## src/rtl/counter_reg_if.sv

```systemverilog
// Bus bundle for counter_reg: count/load controls, load data, counter
// value and terminal count. The staging-register enable and output exist
// only when COUNTER_REG_HOLD_EN is defined.
interface counter_reg_if #(
    parameter int WIDTH = 8
);
    logic             CEP;
    logic             CET;
    logic             _PE;
    logic [WIDTH-1:0] D;
    logic [WIDTH-1:0] Q;
    logic             TC;
`ifdef COUNTER_REG_HOLD_EN
    logic             _EN;
    logic [WIDTH-1:0] HQ;
`endif

    // Driver side: supplies controls and data, observes the counter.
    modport master (
        output CEP,
        output CET,
        output _PE,
        output D,
`ifdef COUNTER_REG_HOLD_EN
        output _EN,
        input  HQ,
`endif
        input  Q,
        input  TC
    );

    // Counter side: consumes controls and data, drives value and TC.
    modport slave (
        input  CEP,
        input  CET,
        input  _PE,
        input  D,
`ifdef COUNTER_REG_HOLD_EN
        input  _EN,
        output HQ,
`endif
        output Q,
        output TC
    );
endinterface

```

## src/rtl/counter_reg.sv

```systemverilog
// counter_reg: WIDTH-bit synchronous binary counter with parallel load and
// ripple-carry terminal count, 74163 style. Two instances cascade into a
// program counter by feeding the low stage's TC into the high stage's CET.
// Optional macro COUNTER_REG_HOLD_EN adds a 74377-style enabled staging
// register (HQ, loaded from D when _EN is low) used to hold the next high byte.
module counter_reg #(
    parameter int WIDTH = 8
) (
    input  logic          CP,
    input  logic          _MR,
    counter_reg_if.slave  bus
);
    logic [WIDTH-1:0] count;

    // Counter: reset beats load, load beats count, count needs both enables.
    always_ff @(posedge CP) begin
        if (!_MR)
            count <= '0;
        else if (!bus._PE)
            count <= bus.D;
        else if (bus.CEP && bus.CET)
            count <= count + 1'b1;
    end

    assign bus.Q  = count;
    // Ripple carry is combinational so a cascaded upper stage sees CET in
    // the same cycle the lower stage sits at all-ones.
    assign bus.TC = bus.CET & (&count);

`ifdef COUNTER_REG_HOLD_EN
    logic [WIDTH-1:0] hold;

    // Staging register: independent of the counter controls.
    always_ff @(posedge CP) begin
        if (!_MR)
            hold <= '0;
        else if (!bus._EN)
            hold <= bus.D;
    end

    assign bus.HQ = hold;
`endif
endmodule

```

## src/flat_wrapper.sv

```systemverilog
// flat-port wrapper written by rule: the top's interface ports become plain ports
module counter_reg_flat 
#(
    parameter int WIDTH = 8
)
  (CP, _MR, bus_CEP, bus_CET, bus__PE, bus_D, bus_Q, bus_TC);
  counter_reg_if #(.WIDTH(WIDTH)) bus_i ();
  input  logic CP;
  input  logic _MR;
  input wire logic [$bits(bus_i.CEP)-1:0] bus_CEP;
  input wire logic [$bits(bus_i.CET)-1:0] bus_CET;
  input wire logic [$bits(bus_i._PE)-1:0] bus__PE;
  input wire logic [$bits(bus_i.D)-1:0] bus_D;
  output wire logic [$bits(bus_i.Q)-1:0] bus_Q;
  output wire logic [$bits(bus_i.TC)-1:0] bus_TC;
  assign bus_i.CEP = bus_CEP;
  assign bus_i.CET = bus_CET;
  assign bus_i._PE = bus__PE;
  assign bus_i.D = bus_D;
  assign bus_Q = bus_i.Q;
  assign bus_TC = bus_i.TC;
  counter_reg #(.WIDTH(WIDTH)) u_core (.CP(CP), ._MR(_MR), .bus(bus_i));
endmodule
```

## config.mk

```make
export PLATFORM = sky130hd
export DESIGN_NAME = counter_reg_flat
export DESIGN_NICKNAME = d
export VERILOG_FILES = /design/src/rtl/counter_reg_if.sv /design/src/rtl/counter_reg.sv /design/src/flat_wrapper.sv
export SDC_FILE = /design/constraint.sdc
export NUM_CORES = 1
export LEC_CHECK = 0
export CORE_AREA = 8 8 45 47
export DETAILED_ROUTE_END_ITERATION = 6
export DIE_AREA = 0 0 53 55
export MAX_ROUTING_LAYER = met4
export PLACE_DENSITY = 0.77
export SETUP_SLACK_MARGIN = 0.05
export SLEW_MARGIN = 25
export SYNTH_ARGS = -nofsm -noshare
export SYNTH_HDL_FRONTEND = slang
export SYNTH_SLANG_ARGS = --single-unit
```

## constraint.sdc

```tcl
create_clock -name CP -period 1.7 [get_ports CP]
set_clock_uncertainty 0.15 [all_clocks]
set_input_delay 0.255 -clock CP [delete_from_list [all_inputs] [get_ports CP]]
set_output_delay 0.255 -clock CP [all_outputs]
set_load 0.03 [all_outputs]
```

; Yosys cells after proc, flatten, opt, wreduce, memory -nomap -nowiden
; Cells that the tools add are included.
[classes]
muxes = 2
reduce_logical = 2
bitwise = 1
addsub = 1
n_eq_ne = 1
[ops]
columns = op, count
row1 = $mux 8, 2
row2 = $add 8x1->8 const B, 1
row3 = $reduce_and 8->1, 1
row4 = $ne 2x1->1 const B, 1
row5 = $and 1x1->1, 1
row6 = $logic_and 1x1->1, 1
[word_totals]
reg_bits = 8
elab_cells = 8

; Longest topological paths before layout
; Gate-level depths: netlist of the first run.
[depth]
ltp_word = 3
mapped_depth = 4
depth_no_buf = 4

; Worst setup path before layout of the first run
; OpenSTA, ideal clock, no wires.
[synth_path]
path_type = register -> output
from = reg u_core.count[0], in the netlist u_core.bus.Q[0]
to = out bus_TC
arrival_time_ns = 1.297
required_ns = 1.295
setup_slack_ns = -0.002
path_stages_with_launch = 4
n_path_buf = 0
path_cell_list = dfxtp_1 ha_1 nand4_1 nor2_1
[synth_via]
elab_chain_len = 2
[synth_lines]
columns = element, line
row1 = from (decl), counter_reg.sv:13  ; logic [WIDTH-1:0] count;
row2 = from (signal assigned), counter_reg.sv:20  ; count <= bus.D;
row3 = from (signal assigned), counter_reg.sv:22  ; count <= count + 1'b1;
row4 = $reduce_and 8->1, counter_reg.sv:28  ; assign bus.TC = bus.CET & (&count);
row5 = $and 1x1->1, counter_reg.sv:28
row6 = to (decl), flat_wrapper.sv:15  ; output wire logic [$bits(bus_i.TC)-1:0] bus_TC;
; No other way between the ends.

; Worst setup path after layout of the first run
; Same ends and word-level chain as after synthesis.

==> flow_summary.toml, run 1 <==
[setup_path]
worstSetupEndpointType = "output pin"
start_kind = "flop"
crit_slowest_cell = "dfxtp_4"
cp_data_required_time_ns = 1.29
path_max_fanout = 4
cpPeakStageDelay_ns = 0.37
worstPathCellList = "ha_4 -> nand4_1 -> nor2_2 -> buf_6"
path_class = "flop to output pin"
worstPathArrival_ns = 1.19

[synthesis]
syn_area_per_cell_um2 = 8.22
netlist_instances = 51
synth_edf_count = 0
synth_top_area_share = 0.382
synthArstFlopShare = 0
synth.area.top_cells = "dfxtp_1 38%, o21ai_0 9.6%, a31oi_1 6.0%"
synth_top_area_cell = "dfxtp_1"
synth_area_um2 = 419
yosysUniqueCellTypes = 19
ys.flop_type = "dfxtp_1"
synth_seq_cells = 8
synth_nets = 65
seq_area_frac_synth = 0.382
yosysWarnings = 0
ys_top_cells_by_count = "8 x dfxtp_1, 8 x o21ai_0, 4 x a31oi_1, 4 x nand3_1, 4 x nor2_1"

[die]
fp.dieArea_um2 = 2920
fp.coreArea_um2 = 1380
die_h_um = 55
fp.dieW_um = 53
num_rows = 14
ios = 22
initial_utilization = 0.303

[sta]
fmax_mhz = 625
setup_viol = 0
worstMarginPinSlew_ns = 0.311
rsz0062_at_grt = "false"
holdWs_ns = 0.382
drv_slew = 0
layout_setup_ws_ns = 0.100
fin_crit_sh = 0.941
relSlewSlack = 0.794
period_needed_ns = 1.60
hold_viol = 0

[placed_design]
gp_congestion = 0.816
dp_slack_ns = -0.0698
place_hpwl_um = 959
portBuffers = 21
placedInstanceArea_um2 = 668

[clock_tree]
cts.htree.levels = 1
cts.sinks = 8
path_clk_slew_ns = 0.06
clockBufferDepth = 2
clock_latency_ns = 0.26
tritoncts = "done"
cts-root-buf = "clkbuf_4"
cts_made_buffers = 3

[routing]
drt_iter0_drc = 15
wl_per_cell_um = 14.3
finalWirelength_mm = 1.33
drtPass1Iterations = 4
via_per_inst = 5.20
drc = 0
ant_nets = 0
dr_total_vias = 484

[pwr]
ir_worst_vdd_uv = 428
p_leak_nw = 0.270
power_density_nw_per_um2 = 703

[layout]
antenna_cells = 0
finalInstanceArea_um2 = 701
fin_nets = 93
largest_register_ffs = 8
drive_above_1_share = 0.169
syn2layout_area_growth_pct = 67.2

[grt]
antenna_found_initial = 0
grt_pass1_vias = 503
grt-ovfl-total = 0
grt_pass1_wl_mm = 2.15
track_usage = 0.103
grt_max_degree = 12

[flow_run]
cap_violations = 0

[status]
status = "finished, final reports clean"

[hold_path]
hp-class = "input port to flop"
-- power breakdown --
group | switching, W | internal (W) | leakage [nW]
clock | 0.0000713 | 0.0000812 | 0.0138
sequential | 0.0000195 | 0.000202 | 0.0674
combinational | 0.0000628 | 0.0000561 | 0.189
total | 0.000154 | 0.000339 | 0.270
-- what timing repair did --
action                     CTS  global route
cloned                       0             0
pin swaps                    0             1
setup buffers                0             0
setup endpoints to repair    9             1
resized for setup           12             3
hold buffers                 0             0
-- stage by stage --
step	setup TNS (ns)	power (W)	cells	utilization
2_1_floorplan	0	0.000277	51	-
3_3_place_gp	-0.120	0.000350	90	0.483
3_5_place_dp	-0.205	0.000350	90	0.483
4_1_cts	0	0.000491	93	0.495
5_1_grt	0	0.000524	93	0.506
6_report	0	0.000493	93	0.506
-- cells by family (layout without fill, tap and decap cells) --
family | count (synthesis) | count (layout) | share of synthesized area
xor+xnor | 2 | 2 | 0.0418
flops | 8 | 8 | 0.382
simple gates | 19 | 19 | 0.257
buf+inv | 3 | 29 | 0.0269
compound gates | 18 | 18 | 0.263
fa+ha+maj | 1 | 1 | 0.0298
-- worst max-delay path, delay by kind of cell, from the launching register on --
kind	cells	cell delay, ns
DFF	1	0.37
and+or+nand+nor	2	0.27
adders and majority gates	1	0.15
buffers and inverters	1	0.14
-- worst paths after layout --
kind / cells after the start / slack (ns) / startpoint / end
max: 4 / 0.10 / u_core.bus.Q[0]$_SDFFE_PN0P_ / bus_TC
min: 3 / 0.38 / bus_CET / u_core.bus.Q[1]$_SDFFE_PN0P_
max reg2reg: 3 / 0.17 / u_core.bus.Q[3]$_SDFFE_PN0P_ / u_core.bus.Q[7]$_SDFFE_PN0P_
min reg2reg: 2 / 0.39 / u_core.bus.Q[1]$_SDFFE_PN0P_ / u_core.bus.Q[1]$_SDFFE_PN0P_
-- layout make-up --
cell class / instances / area (um^2)
clock buffer: 3 / 22.5
fill: 142 / 683
inverter: 2 / 7.51
multi-input combinational: 40 / 263
sequential: 8 / 165
tap: 16 / 20.0
timing repair buffer: 24 / 223
-- routing by layer --
| metal | wire [um] | up-vias | track usage | share of wire |
|---|---|---|---|---|
| met4 | 23 | 0 | 0.0388 | 0.017 |
| met1 | 547 | 212 | 0.104 | 0.41 |
| met5 | 0 | - | - | 0 |
| li1 | - | 255 | - | - |
| met3 | 64 | 4 | 0.0428 | 0.048 |
| met2 | 689 | 13 | 0.174 | 0.52 |
-- cells in the final DEF (no fill, tap or decap), types with 2 or more instances in the layout --
| master | instances |
|---|---|
| buf_4 | 3 |
| a31oi_1 | 4 |
| dfxtp_1 | 6 |
| inv_1 | 2 |
| a311oi_1 | 2 |
| xor2_1 | 2 |
| or3_1 | 3 |
| clkbuf_4 | 3 |
| nor2_1 | 3 |
| dlygate4sd2_1 | 9 |
| nand4_1 | 2 |
| o21ai_0 | 8 |
| clkdlybuf4s50_1 | 11 |
| or4_1 | 2 |
| nand3_1 | 4 |
| o31ai_1 | 2 |
| nand2_1 | 2 |
Note: power is estimated with default switching activity, not from simulation.
==> run 2, diff against run 1 <==
Settings changed: REMOVE_ABC_BUFFERS from default to 1, SKIP_CTS_REPAIR_TIMING from default to 1.
Clock period 1.7 ns to 2 ns, I/O delays scaled along.
==> flow_summary.toml, run 2 (synthesized netlist as in run 1, its figures left out) <==
[layout]
final_cell_mix = "20 x clkdlybuf4s50_1, 8 x o21ai_0, 8 x dfxtp_1"
nFillCells = 144
finalInstanceArea_um2 = 666
largest_register_ffs = 8
drive_above_1_share = 0.0811
syn2layout_area_growth_pct = 58.8
antenna_cells = 0
fin_nets = 90
fin_util = 0.481
fin_cells = 90
final_common_cell = "clkdlybuf4s50_1"

[sta]
setup_viol = 0
drv_slew = 0
hold_viol = 0
worstMarginPinSlew_ns = 0.503
relSlewSlack = 0.664
fmax_mhz = 534
rsz0062_at_grt = "false"
fin_setup_tns_ns = 0
fin_crit_sh = 0.936
period_needed_ns = 1.87

[die]
ios = 22
fp.dieW_um = 53
num_rows = 14
initial_utilization = 0.303
die_h_um = 55
fp.coreArea_um2 = 1380
fp.dieArea_um2 = 2920

[routing]
drt_iter0_drc = 11
finalWirelength_mm = 1.28
ant_nets = 0
drc = 0
via_per_inst = 5.50
wl_per_cell_um = 14.2
drtPass1Iterations = 4
dr_total_vias = 495

[grt]
grt_pass1_wl_mm = 1.90
met2_usage = 0.129
grt_max_degree = 17
grt-ovfl-total = 0
grt_pass1_vias = 447
track_usage = 0.0919
antenna_found_initial = 0
use_met1 = 0.104
grt_use_met3 = 0.0374
grt_busiest_layer = "met2"

[placed_design]
place_hpwl_um = 912
placedInstanceArea_um2 = 643
gp_congestion = 0.792
dp_cells = 87
portBuffers = 21

[setup_path]
worstPathArrival_ns = 1.42
worstSetupEndpointType = "output pin"
crit_slowest_cell = "clkdlybuf4s50_1"
cpPeakStageDelay_ns = 0.72
worstPathCellList = "clkdlybuf4s50_1"
cp_data_required_time_ns = 1.55
start_kind = "flop"
path_buf_inv = 1
path_class = "flop to output pin"
path_max_fanout = 7
critPathTopFamily = "buffers and inverters"

[pwr]
p_leak_nw = 0.229
power_density_nw_per_um2 = 628
ir_worst_vdd_uv = 303
finalPower_w = 0.000418

[clock_tree]
cts.htree.levels = 1
path_clk_slew_ns = 0.06
cts.sinks = 8
cts-root-buf = "clkbuf_4"
clock_latency_ns = 0.26
clockBufferDepth = 2
tritoncts = "done"
cts_made_buffers = 3

[status]
status = "finished, final reports clean"

[hold_path]
hp-class = "flop to flop"

[flow_run]
cap_violations = 0
## run 2: final cells by class
cell class                 count  area (um^2)  area share
tap                           16         20.0      0.0301
clock buffer                   3         22.5      0.0338
inverter                       2         7.51      0.0113
multi-input combinational     40          248       0.372
sequential                     8          160       0.241
timing repair buffer          21          208       0.312
## run 2: worst paths after layout
check	from	endpoint	slack [ns]	depth (start not counted)
max	u_core.bus.Q[3]$_SDFFE_PN0P_	bus_Q[3]	0.13	1
min reg2reg	u_core.bus.Q[7]$_SDFFE_PN0P_	u_core.bus.Q[7]$_SDFFE_PN0P_	0.38	2
min	u_core.bus.Q[7]$_SDFFE_PN0P_	u_core.bus.Q[7]$_SDFFE_PN0P_	0.38	2
max reg2reg	u_core.bus.Q[0]$_SDFFE_PN0P_	u_core.bus.Q[6]$_SDFFE_PN0P_	0.47	4
## run 2: report_power, final
part           internal (W)  switching [W]
logic             0.0000515      0.0000524
clock network     0.0000689      0.0000581
registers          0.000171      0.0000155
total              0.000292       0.000126
## run 2: metal layers
metal	up-vias	wire length (um)	share of wire
met5	-	0	0
li1	248	-	-
met4	0	29	0.023
met1	221	594	0.46
met3	5	132	0.10
met2	21	523	0.41
## run 2: stage by stage
step | hold WS, ns | worst slack [ns]
after floorplan | 0.239 | 0.253
after global placement | 0.370 | 0.154
after detailed placement | 0.362 | 0.132
after CTS | 0.383 | 0.127
after global routing | 0.403 | 0.0831
final | 0.378 | 0.128
